## src/rtl/rr_arb_pkg.sv

```systemverilog
// Shared types and helpers for the round-robin mux arbiter.
// Optional lock feature elsewhere is enabled by defining RR_ARB_LOCK_EN.
package rr_arb_pkg;

   localparam int MAX_REQ = 16;
   localparam int IDX_W   = 4;

   typedef enum logic {S_EMPTY, S_FULL} rr_state_t;

   // Increment modulo n, so non-power-of-2 requester counts wrap correctly
   function automatic logic [IDX_W-1:0] rr_next_idx(
      input logic [IDX_W-1:0] idx,
      input int unsigned      n
   );
      if (32'(idx) + 32'd1 >= n) return '0;
      return idx + 1'b1;
   endfunction

endpackage

```

## src/rtl/parametric_mux.sv

```systemverilog
// Generic N:1 word multiplexer over a packed word array.
// Word i sits at data[(i+1)*mem_width-1 : i*mem_width].
module parametric_mux #(
   parameter int mem_width = 32,
   parameter int mem_depth = 4,
   localparam int AW       = $clog2(mem_depth)
) (
   input  logic [mem_width*mem_depth-1:0] data,
   input  logic [AW-1:0]                  addr,
   output logic [mem_width-1:0]           q
);

   always_comb begin
      q = '0;
      for (int i = 0; i < mem_depth; i++) begin
         if (addr == AW'(i)) q = data[i*mem_width +: mem_width];
      end
   end

endmodule

```

## src/rtl/rr_priority_picker.sv

```systemverilog
// Rotating-priority picker: first valid bit after last_grant, with wrap.
// Purely combinational; used by rr_mux_arbiter.
module rr_priority_picker
   import rr_arb_pkg::*;
#(
   parameter int NUM_REQ = 4,
   localparam int ID_W   = $clog2(NUM_REQ)
) (
   input  logic [NUM_REQ-1:0] valid,
   input  logic [ID_W-1:0]    last_grant,
   output logic [ID_W-1:0]    winner,
   output logic               any_valid
);

   logic [IDX_W-1:0] idx;

   always_comb begin
      winner    = '0;
      any_valid = 1'b0;
      idx       = IDX_W'(last_grant);
      for (int k = 0; k < NUM_REQ; k++) begin
         idx = rr_next_idx(idx, NUM_REQ);
         if (!any_valid && valid[idx[ID_W-1:0]]) begin
            any_valid = 1'b1;
            winner    = idx[ID_W-1:0];
         end
      end
   end

endmodule

```

## src/rtl/rr_mux_arbiter.sv

```systemverilog
// Round-robin N:1 arbiter feeding a one-entry registered output stage.
// Define RR_ARB_LOCK_EN to add the req_lock port and owner-lock behaviour.
module rr_mux_arbiter
   import rr_arb_pkg::*;
#(
   parameter int DATA_W  = 32,
   parameter int NUM_REQ = 4,
   localparam int ID_W   = $clog2(NUM_REQ)
) (
   input  logic                      clk,
   input  logic                      reset,
   input  logic [NUM_REQ-1:0]        req_valid,
   input  logic [DATA_W*NUM_REQ-1:0] req_data,
   output logic [NUM_REQ-1:0]        req_ready,
`ifdef RR_ARB_LOCK_EN
   input  logic [NUM_REQ-1:0]        req_lock,
`endif
   output logic                      out_valid,
   input  logic                      out_ready,
   output logic [DATA_W-1:0]         out_data,
   output logic [ID_W-1:0]           out_id
);

   rr_state_t            state;
   logic [ID_W-1:0]      last_grant;
   logic [ID_W-1:0]      winner;
   logic                 any_valid;
   logic                 can_accept;
   logic                 accept;
   logic [NUM_REQ-1:0]   eligible;
   logic [DATA_W-1:0]    sel_data;

`ifdef RR_ARB_LOCK_EN
   logic                 lock_active;
   logic [ID_W-1:0]      lock_owner;

   // While locked, only the owner may compete, even if it is idle
   always_comb begin
      eligible = req_valid;
      if (lock_active) begin
         eligible = '0;
         eligible[lock_owner] = req_valid[lock_owner];
      end
   end
`else
   assign eligible = req_valid;
`endif

   rr_priority_picker #(
      .NUM_REQ (NUM_REQ)
   ) u_picker (
      .valid      (eligible),
      .last_grant (last_grant),
      .winner     (winner),
      .any_valid  (any_valid)
   );

   parametric_mux #(
      .mem_width (DATA_W),
      .mem_depth (NUM_REQ)
   ) u_mux (
      .data (req_data),
      .addr (winner),
      .q    (sel_data)
   );

   assign can_accept = !reset && (state == S_EMPTY || out_ready);
   assign accept     = can_accept && any_valid;

   always_comb begin
      req_ready = '0;
      if (accept) req_ready[winner] = 1'b1;
   end

   assign out_valid = (state == S_FULL);

   always_ff @(posedge clk) begin
      if (reset) begin
         state      <= S_EMPTY;
         out_data   <= '0;
         out_id     <= '0;
         last_grant <= ID_W'(NUM_REQ - 1);
`ifdef RR_ARB_LOCK_EN
         lock_active <= 1'b0;
         lock_owner  <= '0;
`endif
      end else if (accept) begin
         state      <= S_FULL;
         out_data   <= sel_data;
         out_id     <= winner;
         last_grant <= winner;
`ifdef RR_ARB_LOCK_EN
         lock_active <= req_lock[winner];
         lock_owner  <= winner;
`endif
      end else if (out_ready) begin
         state <= S_EMPTY;
      end
   end

endmodule

```

## config.mk

```make
export PLATFORM = sky130hd
export DESIGN_NAME = rr_mux_arbiter
export DESIGN_NICKNAME = d
export VERILOG_FILES = /design/src/rtl/rr_arb_pkg.sv /design/src/rtl/parametric_mux.sv /design/src/rtl/rr_priority_picker.sv /design/src/rtl/rr_mux_arbiter.sv
export SDC_FILE = /design/constraint.sdc
export NUM_CORES = 1
export LEC_CHECK = 0
export BUFFER_PORTS_ARGS = -buffer_cell sky130_fd_sc_hd__buf_4
export CAP_MARGIN = 15
export CORE_MARGIN = 3
export CORE_UTILIZATION = 44
export CTS_BUF_LIST = sky130_fd_sc_hd__clkbuf_4 sky130_fd_sc_hd__clkbuf_8
export DETAILED_ROUTE_END_ITERATION = 8
export PLACE_DENSITY = 0.84
export SLEW_MARGIN = 25
export SYNTH_ARGS = -nofsm -noshare
export SYNTH_HDL_FRONTEND = slang
export SYNTH_HIERARCHICAL = 1
export SYNTH_SLANG_ARGS = --single-unit
```

## constraint.sdc

```tcl
create_clock -name clk -period 3.8 [get_ports clk]
set_clock_uncertainty 0.1 [all_clocks]
set_input_delay 0.57 -clock clk [delete_from_list [all_inputs] [get_ports clk]]
set_output_delay 0.57 -clock clk [all_outputs]
set_load 0.05 [all_outputs]
```

==> results.md <==
- Final period utilization: 93.3%
- Post-synthesis cell type count: 45
- Highest clock rate: about 0.28 GHz
- Largest net degree at the start of global routing: 40
- Initial DRT Pass Iterations: 4
- Number of max-cap violations: 0
- Synthesized net count: 406
- Die Wd: 84.2 um
- # port buffers: 173
- H-tree levels: 2
- Worst-margin pin slew: 493 ps
- First-pass GRT wire length: approximately 15,000 um
- Synth Warn #: 6
- EDFF count, synth: 0
- GRT Total Usage: 25.6%
- Critical Path Source Type: flop
- Post-synth top area share: about 28%
- Most numerous cell in the Yosys netlist: dfxtp_1
- Postcts setup bufs: 0
- Lkg Pwr: 1.82 nW
- Worst hold path endpoint: out_data[17]$_SDFFE_PP0P_
- Metal3 WL: 857 um
- Top_reg_cell synth: dfxtp_1
- Layout cells sized above 1: 54.2%
- # setup viols final: 0
- Wl on met1: 3370 um
- Final TNS setup: 0 ps
- Fillcell total: about 450
- Clk pwr share: 7.7%
- WL per Instance: 18.9 um
- Net Sw Frac: 49.3%
- WP data arrival: 2870 ps
- Hold Startpoint: out_data[17]$_SDFFE_PP0P_
- Synth Register Bits: 37
- FF-to-FF End: out_data[0]$_SDFFE_PP0P_
- Most frequent cells after synthesis: 37 x dfxtp_1, 35 x a21oi_1, 33 x nand3_1
- CTS Buf Count: 5
- Fin area: 4040 um2
- Critical path class: flop to output pin
- Die Ht: 84.2 um
- Minimum clock period: 3540 ps
- CTS root buf: clkbuf_8
- Worst Path Required: 3130 ps
- Hold path depth: 2
- Psw: ~1.9 mW
- Peak supply drop: 520 uV
- Worst setup EP type: output pin
- DP Area: 3940 um2
- Starting Density: 47.1%
- Full die area: 7090 um2
- Worst-path maximum fanout: 12
- Top Family by Delay on Critical Path: compound AO/OA/AOI/OAI gates
- Core ar.: approximately 5700 um2
- Outcome: finished, final reports clean
- Detailed-route wire length: 9390 um
- Worst R2R Path Depth: 10
- Routed vias/inst: 5.85
- Mapped Area: 2690 um2
- RSZ-0062 raised after global routing: no
- Seq pwr share: roughly 18%
- Async SR Flop Fraction: 0%
- Pint: 1.93 mW
- Seq/Total Area, Yosys: 27.5%
- Clock tree buffer depth: 2
- Clk pin slew, worst setup/hold paths: 80 ps
- Crit path largest cell delay: 540 ps
- Reg area: roughly 740 um2
- Final Wtd Congestion: 0.820
- Slowest-stage cell, CP: dfxtp_1
- Post-Syn Instances: 266
- Ant diodes: 0
- Syn_area_per_cell: between 10 and 15 um2
- Critical Path Most Common Cell: inv_1
- Worst slew margin: 67.0%
- FP Rows: 27
- Met2 wire length: 4920 um
- Worst-Skew Late Latency: between 200 and 300 ps
- R2r setup slk: roughly 550 ps
- Vias in the first global route: just over 3,000
- Post-layout nets: about 560
- Worst Path Buf+Inv: 4
- Final Hold Vio Count: 0
- CTS sink count: 37
- Initial antenna violation count: 0
- Top Ports: 174
- Gate power share: 74.3%
- Origin of the critical flop-to-flop path: last_grant[0]$_SDFFE_PP1P_
- DRC violations left: 0
- Ranking of synthesized cells by area: dfxtp_1 28%, mux4_2 25%, a21oi_1 6.5%
- CTS tree: yes
- Multi-input logic area: about 1700 um2
- DR top layer: met4
- Fin. max-slew vios: 0
- Via Count: 2,901
- Synth area leader: dfxtp_1
- Worst path cell trace: inv_1 -> ha_1 -> inv_1 -> o221ai_1 -> a22o_2 -> inv_4 -> nor2_1 -> and3_1 -> buf_4
- Post-DP HPWL: 6940 um
- Post-DRT Antenna Nets: 0
- Grt ovf: 0
- Hold crit path type: flop to flop
- Drt initial violations: between 100 and 150
- Area growth syn-to-layout: 50.3%
- PD cells: 940 nW/um2
[state kept, by name, indices dropped and copies added (netlist names)]
signal      count
last_grant      2
out_data       32
out_id          2
out_valid       1
[worst reg2reg max path: stages (launching register included)]
cell	delay, ps
dfxtp_1	540
inv_1	150
ha_1	230
o21ba_2	270
mux2i_1	280
nor3_1	110
o31ai_4	430
buf_12	260
mux4_1	600
nand3_1	80
a21oi_1	70
[stage by stage]
| stage | hold slack [ps] | utilization [%] | total power, mW | setup slack, ps | std cells |
|---|---|---|---|---|---|
| 4_1_cts | 379 | 70.7 | 3.80 | 185 | 496 |
| 6_report | 379 | 70.8 | 3.80 | 256 | 496 |
| 3_3_place_gp | 360 | 69.0 | 3.42 | 613 | 488 |
| 3_5_place_dp | 369 | 69.0 | 3.49 | 574 | 488 |
| 5_1_grt | 395 | 70.8 | 4.02 | 76.1 | 496 |
| 2_1_floorplan | 414 | - | 2.88 | 557 | 266 |
[routing by layer]
| metal | GRT usage [%] | vias to the layer above |
|---|---|---|
| li1 | - | 1348 |
| met1 | 27.6 | 1350 |
| met2 | 47.2 | 184 |
| met3 | 7.16 | 19 |
| met4 | 9.36 | 0 |
| met5 | 0 | - |
[final cells by class]
cell class              count  share of cell area, %
multi-input cells         193                   42.7
repair buffers            180                   33.7
clock buffers               6                   2.04
well taps                  72                   2.23
inverters                   6                  0.619
clock inverters             2                  0.340
flip-flops and latches     37                   18.3
[power groups by stage]
stage	Clock [mW]	Sequential (mW)	Combinational [mW]
finish	0.294	0.683	2.82
global route	0.319	0.703	3.00
CTS	0.303	0.682	2.82
detailed placement	0	0.688	2.81
global placement	0	0.678	2.75
floorplan	0	1.25	1.63
[worst max path at each step]
stage | start | end | slack (ps) | cells past startpoint
2_1_floorplan | last_grant[0]$_SDFFE_PP1P_ | req_ready[2] | 560 | 9
3_3_place_gp | last_grant[0]$_SDFFE_PP1P_ | req_ready[1] | 610 | 9
3_5_place_dp | last_grant[0]$_SDFFE_PP1P_ | req_ready[1] | 570 | 9
4_1_cts | last_grant[0]$_SDFFE_PP1P_ | req_ready[1] | 180 | 9
5_1_grt | last_grant[0]$_SDFFE_PP1P_ | req_ready[1] | 80 | 9
6_report | last_grant[0]$_SDFFE_PP1P_ | req_ready[1] | 260 | 9
[timing repair]
action	in CTS	in global routing
setup endpoints to repair	0	2
gates resized for setup	0	2
hold buffers	0	0
[cells in the final DEF, fill, tap and decap left out, types with 2 or more instances in the layout]
cell | synthesis | final
ha_1 | 5 | 5
and3_1 | 2 | 2
nor2_1 | 8 | 8
o21ai_0 | 10 | 10
a21oi_1 | 35 | 35
nand3_1 | 33 | 33
nor3_1 | 3 | 3
o32ai_1 | 4 | 4
mux4_2 | 30 | 30
nand2b_1 | 2 | 2
nand4b_1 | 2 | 2
mux2i_1 | 5 | 5
mux4_1 | 2 | 2
inv_1 | 5 | 5
dfxtp_1 | 37 | 37
o21ba_2 | 2 | 2
o21ai_1 | 29 | 29
buf_4 | 6 | 179
clkbuf_8 | 0 | 6
[cell families after synthesis]
kind of cell / count (synthesis) / share of synthesized area (%)
buf+inv: 36 / 9.53
simple gates: 60 / 12.0
mux: 38 / 29.3
flops: 37 / 27.5
fa+ha+maj: 5 / 2.33
compound gates: 90 / 19.2
Note: power is estimated with default switching activity, not from simulation.
